===== src/rtl/uart_tx_fifo.sv =====
// Buffered 8N1 UART transmitter: a circular FIFO feeding a serializer FSM.
// Frames go out back-to-back with no idle gap while the FIFO has data.
module uart_tx_fifo #(
  parameter int CLKS_PER_BIT = 868,
  parameter int FIFO_LOG2    = 4
) (
  input  logic                 clk,
  input  logic                 rst,
  input  logic                 wEn,
  input  logic [7:0]           dataIn,
  input  logic                 clrErr,
  output logic                 serialOut,
  output logic                 full,
  output logic                 empty,
  output logic [FIFO_LOG2:0]   count,
  output logic                 busy,
  output logic                 overflow
);

  localparam int DEPTH = 1 << FIFO_LOG2;
  localparam int CW    = (CLKS_PER_BIT > 2) ? $clog2(CLKS_PER_BIT) : 1;

  localparam logic [CW-1:0]        BAUD_MAX = CW'(CLKS_PER_BIT - 1);
  localparam logic [CW-1:0]        BAUD_ONE = CW'(1);
  localparam logic [FIFO_LOG2:0]   CNT_FULL = (FIFO_LOG2 + 1)'(DEPTH);
  localparam logic [FIFO_LOG2:0]   CNT_ONE  = (FIFO_LOG2 + 1)'(1);
  localparam logic [FIFO_LOG2-1:0] PTR_ONE  = FIFO_LOG2'(1);

  typedef enum logic [1:0] {
    IDLE,
    START,
    DATA,
    STOP
  } state_t;

  state_t               state_q, state_d;
  logic [CW-1:0]        baud_q, baud_d;
  logic [2:0]           bit_q, bit_d;
  logic [7:0]           shift_q, shift_d;
  logic                 tx_q, tx_d;
  logic [FIFO_LOG2-1:0] wr_q, wr_d;
  logic [FIFO_LOG2-1:0] rd_q, rd_d;
  logic [FIFO_LOG2:0]   cnt_q, cnt_d;
  logic                 ovf_q, ovf_d;
  logic [7:0]           mem_q [DEPTH];

  logic push;
  logic pop;
  logic last;
  logic is_full;
  logic is_empty;

  assign is_full   = (cnt_q == CNT_FULL);
  assign is_empty  = (cnt_q == '0);
  assign full      = is_full;
  assign empty     = is_empty;
  assign count     = cnt_q;
  assign serialOut = tx_q;
  assign overflow  = ovf_q;
  assign busy      = (state_q != IDLE) || !is_empty;

  assign push = wEn && !is_full;
  assign last = (baud_q == BAUD_MAX);

  always_comb begin
    pop     = 1'b0;
    state_d = state_q;
    baud_d  = baud_q;
    bit_d   = bit_q;
    shift_d = shift_q;
    tx_d    = tx_q;
    unique case (state_q)
      IDLE: begin
        tx_d = 1'b1;
        if (!is_empty) begin
          pop     = 1'b1;
          shift_d = mem_q[rd_q];
          baud_d  = '0;
          tx_d    = 1'b0;
          state_d = START;
        end
      end
      START: begin
        if (last) begin
          baud_d  = '0;
          bit_d   = '0;
          tx_d    = shift_q[0];
          state_d = DATA;
        end else begin
          baud_d = baud_q + BAUD_ONE;
        end
      end
      DATA: begin
        if (last) begin
          baud_d = '0;
          if (bit_q == 3'd7) begin
            tx_d    = 1'b1;
            state_d = STOP;
          end else begin
            shift_d = shift_q >> 1;
            tx_d    = shift_q[1];
            bit_d   = bit_q + 3'd1;
          end
        end else begin
          baud_d = baud_q + BAUD_ONE;
        end
      end
      STOP: begin
        if (last) begin
          baud_d = '0;
          // chain straight into the next start bit when more data waits
          if (!is_empty) begin
            pop     = 1'b1;
            shift_d = mem_q[rd_q];
            tx_d    = 1'b0;
            state_d = START;
          end else begin
            tx_d    = 1'b1;
            state_d = IDLE;
          end
        end else begin
          baud_d = baud_q + BAUD_ONE;
        end
      end
      default: begin
        tx_d    = 1'b1;
        state_d = IDLE;
      end
    endcase
  end

  always_comb begin
    wr_d  = push ? wr_q + PTR_ONE : wr_q;
    rd_d  = pop ? rd_q + PTR_ONE : rd_q;
    cnt_d = cnt_q;
    unique case ({push, pop})
      2'b10:   cnt_d = cnt_q + CNT_ONE;
      2'b01:   cnt_d = cnt_q - CNT_ONE;
      default: cnt_d = cnt_q;
    endcase
    ovf_d = ovf_q;
    if (wEn && is_full) begin
      ovf_d = 1'b1;
    end else if (clrErr) begin
      ovf_d = 1'b0;
    end
  end

  always_ff @(posedge clk or negedge rst) begin
    if (!rst) begin
      state_q <= IDLE;
      baud_q  <= '0;
      bit_q   <= '0;
      shift_q <= '0;
      tx_q    <= 1'b1;
      wr_q    <= '0;
      rd_q    <= '0;
      cnt_q   <= '0;
      ovf_q   <= 1'b0;
    end else begin
      state_q <= state_d;
      baud_q  <= baud_d;
      bit_q   <= bit_d;
      shift_q <= shift_d;
      tx_q    <= tx_d;
      wr_q    <= wr_d;
      rd_q    <= rd_d;
      cnt_q   <= cnt_d;
      ovf_q   <= ovf_d;
    end
  end

  always_ff @(posedge clk) begin
    if (push) begin
      mem_q[wr_q] <= dataIn;
    end
  end

endmodule


===== config.mk =====
export PLATFORM = sky130hd
export DESIGN_NAME = uart_tx_fifo
export DESIGN_NICKNAME = d
export VERILOG_FILES = /design/src/rtl/uart_tx_fifo.sv
export SDC_FILE = /design/constraint.sdc
export NUM_CORES = 1
export LEC_CHECK = 0
export ABC_AREA = 1
export BUFFER_PORTS_ARGS = -buffer_cell sky130_fd_sc_hd__buf_2
export CAP_MARGIN = 20
export CORE_AREA = 2 2 170 172
export DETAILED_ROUTE_END_ITERATION = 10
export DIE_AREA = 0 0 172 174
export GPL_TIMING_DRIVEN = 0
export PLACE_DENSITY = 0.38
export SLEW_MARGIN = 30
export SYNTH_ARGS = -nofsm -noshare
export SYNTH_HDL_FRONTEND = slang
export SYNTH_SLANG_ARGS = --single-unit

===== constraint.sdc =====
create_clock -name clk -period 2.7 [get_ports clk]
set_input_delay 0.135 -clock clk [delete_from_list [all_inputs] [get_ports clk]]
set_output_delay 0.135 -clock clk [all_outputs]
set_load 0.005 [all_outputs]

==> flow_summary.ini <==
[logic_synthesis]
synth_nets = 765
ys_seq_area_share_pct = 64.2
yosysTopAreaCell = edfxtp_1
synth_enable_flop_cells = 128
yosysMostFrequentCell = nand2_1
synth-seq-cells = 166
syn-cell-area_sq_um = 7470
synth_common_cells = nand2_1, edfxtp_1, nor2_1
ys_warn_count = 0
synth_area_per_cell_sq_um = 10.2
yosysTopAreaCellShare_pct = 51.5
ys_top_cells_by_area = edfxtp_1, dfrtp_1, nand2_1
synthCells = 735
synthDistinctLibCells = 35
postSynth.asyncResetShare_pct = 22.9
ys.flop_type = edfxtp_1

[sta]
finalSetupViolations = 0
hold_viol = 0
hold_slack_ps = 105
slew-limit-headroom_pct = 36.2
period_needed_ps = 2510
drv_slew = 0
tightest_slew_ps = 953
max_freq_mhz = 399
clock-skew-final_ps = 18.1
layout_setup_ws_ps = 192
fin_crit_sh_pct = 92.9

[critical_path]
crit_start = baud_q[0]
worst-path-max-fanout = 6
r2r_start = baud_q[0]
cp_top_family = simple AND/OR/NAND/NOR gates
path_cells = ha_1, nand2_1, nor2_1, nand3_2, nand2_2, nand2_2, inv_4, ha_4, ha_1, a21oi_1, nand2_1, a21oi_1, o21ai_0, xor2_1
max_stage_delay_ps = 400
crit_path_end_kind = register
cp.required_ps = 3000
path_buf_inv = 1
cp.arrival_ps = 2810
worstRegToRegCells = 14
cp_slowest_cell = dfrtp_1
worstSetupStartpointType = register
path_class = register to register
worst-path-stages = 14

[cts]
clkSinkCount = 166
numCtsBuffers = 17
clkLatencyLatePin_ps = 430
path_clk_slew_ps = 80
root_buffer = clkbuf_16
htreeDepth = 4
cts_buffer_depth = 2
cts_tree = done

[placement]
gp_congestion = 0.767
port_buffers = 21
dp_slack_ps = -216
postPlaceCellArea_sq_um = 8050
dp_hpwl_mm = 13.2

[routing]
wl_per_cell_microns = 16.1
drc = 0
drt_wl_total_mm = 19.0
via_count = 5113
via_per_inst = 4.34
first_iter_violations = 298
drt_pre_antenna_iters = 5
ant_nets = 0

[min_path]
hold_depth = 1
hold_path_class = input pin to register
hp-start = dataIn[7]

[global_routing]
grt_pass1_wl_mm = 29.6
grt_overflow = 0
track_usage_pct = 13.4
grt_pass1_vias = 5203
grt_max_degree = 39
antenna_found_initial = 0

[die]
core-area_sq_um = 28200
io_pins = 22
die_h_microns = 174
die_x_microns = 172
fp.dieArea_sq_um = 29900
initial_core_util_pct = 26.4
rows = 62

[cells_and_area]
diodes = 0
regArea_sq_um = 4800
layout-drive-gt1-share_pct = 13.2
final_area_sq_um = 8760
area_growth_pct = 17.3
multiInputGateArea_sq_um = 2330
num-nets-final = 812
fillers = 2939

[status]
outcome = finished clean

[run]
maxCapViolations = 0

[power_and_ir_drop]
vdd_drop_max_v = 0.000390
power_leakage_nw = 3.60
power_density_nw_per_um2 = 715
[power breakdown]
group | internal, mW | total, mW | switching [mW]
sequential | 3.01 | 3.12 | 0.111
combinational | 0.211 | 0.694 | 0.484
clock | 1.26 | 2.44 | 1.18
total | 4.48 | 6.26 | 1.78
[final cells by class]
cell class / count / share of cell area (%)
Buffer: 24 / 1.83
Inverter: 56 / 2.43
Timing Repair Buffer: 28 / 1.91
Clock inverter: 15 / 2.06
Multi-Input combinational cell: 489 / 26.7
Sequential cell: 166 / 54.8
Tap cell: 384 / 5.49
Clock buffer: 17 / 4.86
[cells in the final DEF, fill, tap and decap left out, types with 2 or more instances in the layout]
cell and n:
a21oi_1 15, buf_2 31, ha_1 15, inv_2 9, o21ai_0 31, dfrtp_1 37
inv_8 3, clkbuf_1 3, dlygate4sd3_1 3, clkbuf_16 17, nor2_4 2, nor2_1 87
xnor2_1 3, inv_1 46, nand2_1 240, xor2_1 10, ha_4 2, inv_6 3
clkinv_8 5, nand3_2 2, o21ai_1 2, clkinv_4 2, nor2_2 4, edfxtp_1 128
buf_6 5, buf_4 10, o22ai_1 5, nand2_2 3, nand3_1 56
[through the flow]
| step | power [mW] | cells | setup TNS, ps | utilization, % |
|---|---|---|---|---|
| 6_report | 6.26 | 1179 | 0 | 31.0 |
| 5_1_grt | 6.55 | 1179 | -5.33 | 31.0 |
| 4_1_cts | 6.34 | 1177 | 0 | 30.8 |
| 3_5_place_dp | 3.87 | 1140 | -285 | 28.5 |
| 3_3_place_gp | 3.85 | 1140 | -143 | 28.5 |
| 2_1_floorplan | 3.57 | 735 | 0 | - |
[sequential cells by signal, summed over array words and instances, names as in the netlist]
| name | count |
|---|---|
| overflow | 1 |
| serialOut | 1 |
| bit_q | 3 |
| rd_q | 4 |
| count | 5 |
| wr_q | 4 |
| shift_q | 8 |
| mem_q | 128 |
| state_q | 2 |
| baud_q | 10 |
[path summary, 6_finish.rpt]
check,end,slack (ps)
min in group asynchronous,baud_q[5],230
min,mem_q[2][7],100
max in group asynchronous,serialOut,2080
max,count[4],190
max reg2reg,count[4],190
min reg2reg,shift_q[2],490
[repair_timing]
item                                   in CTS  in global routing
pin swaps                                   0                  2
setup endpoints to repair                   2                  2
hold buffers                                3                  0
gates resized for setup                     3                  6
setup buffers                               2                  2
endpoints found under the hold margin      38                  0
[per-layer routing]
metal / wire, microns / vias up / track usage [%]
met2: 9750 / 73 / 23.4
met1: 8410 / 2501 / 16.9
met4: 280 / 0 / 3.71
met5: 0 / - / 0
li1: - / 2522 / -
met3: 541 / 17 / 2.57
[cell families (layout without fill, tap and decap cells)]
kind of cell	after synthesis	count (layout)	share of synthesized area [%]
AO/OA/AOI/OAI	58	58	4.15
XOR/XNOR	13	13	1.52
adder cells (fa/ha/maj)	18	18	3.12
buffers and inverters	80	140	4.96
flip-flops	166	166	64.2
multiplexers	1	1	0.151
AND/OR/NAND/NOR	399	399	21.9
Power figures use the tool's default switching activity.
